## src/rtl/uart_rx.sv

```systemverilog
// 8N1 UART receiver with 2-flop input synchronizer and centre-of-bit sampling.
// Optional frame_error strobe when UART_RX_FRAME_ERR_EN is defined.
module uart_rx #(
  parameter int CLK_FREQ = 25000000,
  parameter int BAUD     = 115200
) (
  input  logic       clk,
  input  logic       rst,
  input  logic       rx,
  output logic       data_ready,
  output logic [7:0] data
`ifdef UART_RX_FRAME_ERR_EN
  ,
  output logic       frame_error
`endif
);

  localparam int CLKS_PER_BIT = CLK_FREQ / BAUD;
  localparam int HALF_BIT     = CLKS_PER_BIT / 2;
  localparam int CW           = $clog2(CLKS_PER_BIT + 1);
  localparam logic [CW-1:0] LAST_BIT  = CW'(CLKS_PER_BIT - 1);
  localparam logic [CW-1:0] LAST_HALF = CW'(HALF_BIT - 1);

  typedef enum logic [1:0] {IDLE, START, DATA, STOP} state_t;

  state_t        state, state_d;
  logic          rx_meta, rx_s, rx_prev;
  logic [CW-1:0] cnt, cnt_d;
  logic [2:0]    idx, idx_d;
  logic [7:0]    shift, shift_d;
  logic [7:0]    data_d;
  logic          ready_d;
`ifdef UART_RX_FRAME_ERR_EN
  logic          ferr_d;
`endif

  always_ff @(posedge clk or posedge rst) begin
    if (rst) begin
      rx_meta    <= 1'b1;
      rx_s       <= 1'b1;
      rx_prev    <= 1'b1;
      state      <= IDLE;
      cnt        <= '0;
      idx        <= '0;
      shift      <= '0;
      data       <= '0;
      data_ready <= 1'b0;
`ifdef UART_RX_FRAME_ERR_EN
      frame_error <= 1'b0;
`endif
    end else begin
      rx_meta    <= rx;
      rx_s       <= rx_meta;
      rx_prev    <= rx_s;
      state      <= state_d;
      cnt        <= cnt_d;
      idx        <= idx_d;
      shift      <= shift_d;
      data       <= data_d;
      data_ready <= ready_d;
`ifdef UART_RX_FRAME_ERR_EN
      frame_error <= ferr_d;
`endif
    end
  end

  always_comb begin
    state_d = state;
    cnt_d   = cnt + CW'(1);
    idx_d   = idx;
    shift_d = shift;
    data_d  = data;
    ready_d = 1'b0;
`ifdef UART_RX_FRAME_ERR_EN
    ferr_d  = 1'b0;
`endif
    case (state)
      IDLE: begin
        cnt_d = '0;
        // Edge-triggered start so a held-low line (break) cannot retrigger.
        if (rx_prev && !rx_s) state_d = START;
      end
      START: begin
        if (cnt == LAST_HALF) begin
          cnt_d   = '0;
          idx_d   = '0;
          state_d = rx_s ? IDLE : DATA;
        end
      end
      DATA: begin
        if (cnt == LAST_BIT) begin
          cnt_d        = '0;
          shift_d[idx] = rx_s;
          if (idx == 3'd7) state_d = STOP;
          else             idx_d   = idx + 3'd1;
        end
      end
      STOP: begin
        if (cnt == LAST_BIT) begin
          cnt_d   = '0;
          state_d = IDLE;
          if (rx_s) begin
            data_d  = shift;
            ready_d = 1'b1;
          end else begin
`ifdef UART_RX_FRAME_ERR_EN
            ferr_d = 1'b1;
`endif
          end
        end
      end
      default: state_d = IDLE;
    endcase
  end

endmodule

```

## config.mk

```make
export PLATFORM = sky130hd
export DESIGN_NAME = uart_rx
export DESIGN_NICKNAME = d
export VERILOG_FILES = /design/src/rtl/uart_rx.sv
export SDC_FILE = /design/constraint.sdc
export NUM_CORES = 1
export LEC_CHECK = 0
export ABC_AREA = 1
export BUFFER_PORTS_ARGS = -buffer_cell sky130_fd_sc_hd__buf_2
export CORE_MARGIN = 1.5
export CORE_UTILIZATION = 50
export DETAILED_ROUTE_END_ITERATION = 12
export PLACE_DENSITY = 0.77
export SYNTH_ARGS = -nofsm -noshare
export SYNTH_HDL_FRONTEND = slang
export SYNTH_SLANG_ARGS = --single-unit
```

## constraint.sdc

```tcl
create_clock -name clk -period 2 [get_ports clk]
set_input_delay 0.4 -clock clk [delete_from_list [all_inputs] [get_ports clk]]
set_output_delay 0.4 -clock clk [all_outputs]
set_load 0.02 [all_outputs]
```

==> impl_metrics.yaml, run 1 <==
run_status:
  status: "completed"
finish:
  syn2layout_area_growth_pct: 9.163
  final_util_pct: 56.61
  nets: 212
  fill_cells: 282
  regArea_um2: 829.5
  multi_input_area_um2: 625.6
  antenna_cells: 0
  drive_gt1_share_pct: 16.99
synthesis:
  ys_seq_area_share_pct: 52.83
  yosys_warnings: 0
  yosys-top-cells-area: "dfrtp_1 (48%), nand2_1 (15%), dfstp_2 (5.0%)"
  syn_area_per_cell_um2: 8.352
  synth_edf_count: 0
  async_flop_share_pct: 100.0
  ys_types: 22
  synth_commonest_cells: "nand2_1 (64), dfrtp_1 (30), inv_1 (19)"
  synth_top_area_share_pct: 47.81
  yosysMostFrequentCell: "nand2_1"
  synth_area_mm2: 0.001570
  synth_area_leader_cell: "dfrtp_1"
  ys.flop_type: "dfrtp_1"
  syn_nets: 195
  synth-seq-cells: 33
  postSynthCellCount: 188
drt:
  vias: 1146
  wl_um: 2445
  viasPerCell: 4.584
  wire_per_inst_um: 9.780
  drc_errors: 0
  drt_iter0_drc: 48
  dr.pass1.iters: 4
  detail-route-antenna-nets: 0
global_route:
  grt_max_degree: 34
  grtUsageTotal_pct: 16.99
  grt_pass1_vias: 1026
  antenna_found_initial: 0
  grt_overflow: 0
  grt_pass1_wl_um: 4360
worst_setup_path:
  crit_top_cell: "nand2_1"
  cp-start-kind: "flop"
  rrSetupSlack_ps: 350
  path_class: "flop to flop"
  crit_family: "simple AND/OR/NAND/NOR gates"
  reg2regPathDepth: 11
  critPathMaxStageDelay_ps: 420
  timing.rr.start: "cnt[0]"
  crit_chain: "inv_1, ha_1, nand2_1, nor2_1, nand2_1, nand2_1, nand2_1, inv_1, nand2_2, nand2_1, o21ai_1"
  endpoint_kind: "flop"
  cp.arrival_ps: 1870
  crit_buf_inv: 2
  slowest_stage: "dfrtp_1"
  rr_endpoint: "idx[1]"
  worstPathRequired_ps: 2220
  path_max_fanout: 11
clocking:
  h-tree-depth: 2
  clk_pin_slew_ps: 100
  cts_tree: "yes"
  ctsHoldBuffers: 0
  clock_sinks: 33
  cts_buffer_depth: 2
  postCtsSetupBuffers: 0
  clk_latency_ps: 330
  cts_buffers: 5
  root_buffer: "clkbuf_4"
  cts_resized: 0
timing:
  hold_viol: 0
  fin_crit_sh_pct: 82.44
  rsz0062_at_grt: "no"
  fin_crit_ps: 1649
  slew_headroom_pct: 69.66
  tightest_slew_ps: 454.0
  setup_violations: 0
  fin_tns_setup_ps: 0
  slew_violations: 0
  fin_skew_ps: 10.17
  fmax_mhz: 606.5
die:
  dieWidth_um: 59.04
  fp.dieArea_mm2: 0.003486
  coreArea_mm2: 0.003028
  ios: 12
  initial_core_util_pct: 51.86
  rows: 20
  die_height_um: 59.04
job:
  drv_cap: 0
power:
  ir_worst_vdd_v: 0.0005109
  leakage_nw: 0.8946
  power-per-cell-area_mw_per_mm2: 913.4
place:
  place_congestion: 0.8311
  dp_hpwl_um: 1820
  portBuffers: 11
worst_hold_path:
  hp-class: "input pin to async pin"
[state kept, by name (all words and copies together) (netlist names), named ones only]
signal      cells
rx_meta         1
data_ready      1
data            8
cnt             8
rx_s            1
shift           8
state           1
rx_prev         1
idx             3
[placed cells by master (no fill, tap or decap)]
cell / count
nor3_1: 1
nand2_2: 2
xor2_1: 2
dfstp_2: 3
nor2_1: 18
nor3_4: 1
nand3_2: 1
nor2_4: 3
buf_2: 11
inv_1: 19
buf_4: 1
inv_2: 5
o21ai_1: 6
clkbuf_1: 1
o21ai_0: 8
nor2_2: 1
clkinv_2: 2
nand2_1: 64
dfrtp_1: 30
nand4_1: 1
nand3_1: 13
o31ai_1: 2
a21oi_1: 2
clkbuf_4: 5
ha_1: 4
[worst register-to-register path, delay by kind of cell, from the launching register on]
| family | cells | cell delay (ps) |
|---|---|---|
| flops | 1 | 420 |
| buf+inv | 2 | 170 |
| fa+ha+maj | 1 | 130 |
| compound gates | 1 | 60 |
| simple gates | 7 | 750 |
[through the flow]
stage	cell area (um^2)	cells	hold slack, ps	total power (W)	setup slack, ps
final	1714	250	129.0	0.001566	351.2
after global routing	1714	250	135.5	0.001692	60.84
after CTS	1714	250	146.6	0.001585	331.4
after detailed placement	1663	242	350.8	0.001237	339.1
after global placement	1663	242	346.6	0.001230	394.7
after floorplan	1570	188	345.2	0.001153	625.2
[layer usage]
layer / part of all wire [%] / global-route usage, % / up-vias
li1: - / - / 621
met1: 51 / 22.40 / 506
met2: 44 / 26.19 / 15
met3: 3.6 / 5.895 / 4
met4: 1.3 / 5.844 / 0
met5: 0 / 0 / -
[kinds of logic after synthesis]
kind of cell / synth area share, %
flip-flops: 52.83
buffers and inverters: 7.331
adder cells (fa/ha/maj): 3.187
AND/OR/NAND/NOR: 29.48
AO/OA/AOI/OAI: 6.056
XOR/XNOR: 1.116
[final cells by class]
type	instances	area share, %
clock buffer	6	2.409
clock inverter	2	0.5839
inverter	24	5.255
multi-input combinational	129	36.50
sequential	33	48.39
tap	44	3.212
timing repair buffer	12	3.650
[worst max path at each step]
stage / slack [ps] / startpoint / endpoint / cells after the start
2_1_floorplan: 630 / idx[0] / idx[2] / 8
3_3_place_gp: 390 / cnt[0] / data[0] / 8
3_5_place_dp: 340 / cnt[0] / data[0] / 9
4_1_cts: 330 / cnt[0] / idx[1] / 11
5_1_grt: 60 / cnt[0] / idx[1] / 11
6_report: 350 / cnt[0] / idx[1] / 11
[where the power goes]
part / total, W / internal (W) / leakage (nW) / switching (W)
logic: 0.000414 / 0.000134 / 0.419 / 0.000281
registers: 0.000805 / 0.000726 / 0.443 / 0.0000795
clock network: 0.000346 / 0.000134 / 0.0320 / 0.000213
total: 0.00157 / 0.000993 / 0.895 / 0.000573
Note: power is estimated with default switching activity, not from simulation.
==> inputs of run 2 (changes only) <==
--- a/config.mk
+++ b/config.mk
@@ -5,7 +5,7 @@
 export SDC_FILE = /design/constraint.sdc
 export NUM_CORES = 1
 export LEC_CHECK = 0
-export ABC_AREA = 1
+export ABC_AREA = 0
 export BUFFER_PORTS_ARGS = -buffer_cell sky130_fd_sc_hd__buf_2
 export CORE_MARGIN = 1.5
 export CORE_UTILIZATION = 50
==> constraint.sdc (replaced) <==
create_clock -name clk -period 1.55 [get_ports clk]
set_input_delay 0.31 -clock clk [delete_from_list [all_inputs] [get_ports clk]]
set_output_delay 0.31 -clock clk [all_outputs]
set_load 0.02 [all_outputs]
==> impl_metrics.yaml, run 2 <==
synthesis:
  postSynthCellCount: 135
  synth-seq-cells: 33
  synth_edf_count: 0
  ys_types: 41
  synth_top_area_share_pct: 45.39
  synth_area_mm2: 0.001654
  syn_area_per_cell_um2: 12.25
  yosysMostFrequentCell: "dfrtp_1"
  yosys-top-cells-area: "dfrtp_1 (45%), mux2_4 (7.3%), mux2_2 (5.4%)"
  ys.flop_type: "dfrtp_1"
  yosys_warnings: 0
  synth_commonest_cells: "dfrtp_1 (30), mux2_2 (8), mux2_4 (8), nor4_1 (8), nor3_1 (7)"
  syn_nets: 142
  async_flop_share_pct: 100.0
  synth_area_leader_cell: "dfrtp_1"
  ys_seq_area_share_pct: 50.15
drt:
  dr.pass1.iters: 4
  wl_um: 4366
  detail-route-antenna-nets: 0
  viasPerCell: 5.777
  wire_per_inst_um: 18.74
  vias: 1346
  drc_errors: 0
  drt_iter0_drc: 38
finish:
  final_common_cell: "buf_4"
  multi_input_area_mm2: 0.001077
  antenna_cells: 0
  reg_top3: "cnt: 8 flops, data: 8 flops, shift: 8 flops"
  final_util_pct: 79.64
  fill_cells: 192
  drive_gt1_share_pct: 62.43
  regArea_um2: 829.5
  final_cells: 233
  most-common-layout-cells: "buf_4 (31), dfrtp_1 (30), mux2_4 (16)"
  nets: 195
  syn2layout_area_growth_pct: 49.39
power:
  power-per-cell-area_mw_per_mm2: 936.1
  leakage_nw: 1.251
  p_total_w: 0.002313
  swShare_pct: 28.42
  p_comb_share_pct: 27.5
  p_switching_w: 0.0006575
  p_clk_share_pct: 29.6
  internal_power_w: 0.001656
  p_seq_share_pct: 42.9
  ir_worst_vdd_v: 0.0007701
global_route:
  grt_overflow: 0
  grt_max_degree: 34
  antenna_found_initial: 0
  grtUsageTotal_pct: 26.15
  grt_pass1_vias: 1349
  grt_pass1_wl_um: 6672
timing:
  holdWs_ps: 19.04
  hold_viol: 0
  setup_violations: 21
  fin_ws_ps: -227.3
  fin_skew_ps: 10.99
  slew_headroom_pct: 69.56
  slew_violations: 0
  rsz0062_at_grt: "yes"
  fin_tns_setup_ps: -3160
  tightest_slew_ps: 450.7
  fin_crit_ps: 1777
  fmax_mhz: 562.6
  fin_crit_sh_pct: 114.7
place:
  portBuffers: 11
  place_congestion: 0.8269
  place_inst: 216
  dp_hpwl_um: 2550
worst_setup_path:
  worstPathRequired_ps: 1790
  path_class: "flop to flop"
  reg2regPathDepth: 5
  crit_chain: "inv_2, ha_4, nand4b_4, or4_4, mux2_4"
  critPathMaxStageDelay_ps: 560
  cp-start-kind: "flop"
  timing.rr.start: "cnt[1]"
  slowest_stage: "or4_4"
  endpoint_kind: "flop"
  rrSetupSlack_ps: -230
  path_max_fanout: 8
  rr_endpoint: "data[4]"
  cp.arrival_ps: 2020
die:
  dieWidth_um: 60.52
  coreArea_mm2: 0.003103
  rows: 20
  initial_core_util_pct: 53.31
  ios: 12
  fp.dieArea_mm2: 0.003662
  die_height_um: 60.52
run_status:
  status: "finished with violations"
  violations: "setup timing"
job:
  drv_cap: 0
clocking:
  clk_pin_slew_ps: 110
  clock_sinks: 33
  cts_buffer_depth: 2
  clk_latency_ps: 360
  cts_buffers: 5
  root_buffer: "clkbuf_4"
  h-tree-depth: 2
  cts_tree: "yes"
worst_hold_path:
  hp-class: "input pin to async pin"
## run 2: cell count changes after synthesis, sizes merged, moves of 4 or more
cell,delta
or4b,+4
nor4,+8
nor3,+5
nand3,-9
inv,-20
o21ai,-9
mux2,+16
nor2,-21
nand2,-60
## run 2: worst max path at each step
stage | start | to | slack (ps) | cells after the start
final | cnt[1] | data[4] | -230 | 5
after global routing | cnt[1] | data[4] | -290 | 5
after CTS | cnt[1] | data[4] | -260 | 5
after detailed placement | cnt[0] | data[3] | -230 | 5
after global placement | cnt[1] | data[0] | -200 | 5
after floorplan | cnt[0] | data[0] | -240 | 6
## run 2: cell families after synthesis
| family | after synthesis | share of synthesized area, % |
|---|---|---|
| AND/OR/NAND/NOR | 55 | 23.75 |
| flip-flops | 33 | 50.15 |
| multiplexers | 16 | 12.71 |
| AO/OA/AOI/OAI | 14 | 5.976 |
| buffers and inverters | 10 | 2.798 |
| adder cells (fa/ha/maj) | 4 | 3.026 |
| XOR/XNOR | 3 | 1.589 |
## run 2: power by group through the flow
stage          Clock (W)  Sequential [W]  Combinational, W
2_1_floorplan          0         0.00104          0.000223
3_3_place_gp           0        0.000996          0.000461
3_5_place_dp           0         0.00100          0.000482
4_1_cts         0.000682        0.000983          0.000540
5_1_grt         0.000740        0.000999          0.000694
6_report        0.000685        0.000993          0.000636
## run 2: worst max-delay path, delay by kind of cell (launching register included)
kind / cells / cell delay, ps
buffers and inverters: 1 / 70
DFF: 1 / 410
adders and majority gates: 1 / 140
muxes: 1 / 340
and+or+nand+nor: 2 / 690
## run 2: stage by stage
step           area (um^2)  setup WS, ps
2_1_floorplan         1703        -240.0
3_3_place_gp          2027        -202.1
3_5_place_dp          2027        -232.7
4_1_cts               2318        -264.2
5_1_grt               2471        -286.1
6_report              2471        -227.3
## run 2: area by class of cell
class,instances,area share [%]
Tap cell,44,2.228
Timing Repair Buffer,52,16.56
Clock inverter,1,1.215
Clock buffer,7,2.228
Inverter,4,0.6076
Multi-Input combinational cell,92,43.59
Sequential cell,33,33.57
## run 2: repair_timing
item	4_1_cts	5_1_grt
buffers inserted	5	5
resized for setup	30	25
hold buffers	0	0
pin swaps	5	5
endpoints found under the setup margin	28	29
gates cloned	0	0
## run 2: layer usage
layer	wire length, um	track usage (%)
met2	2374	44.57
met1	1728	30.16
met4	111	12.11
met5	0	0
met3	152	8.102
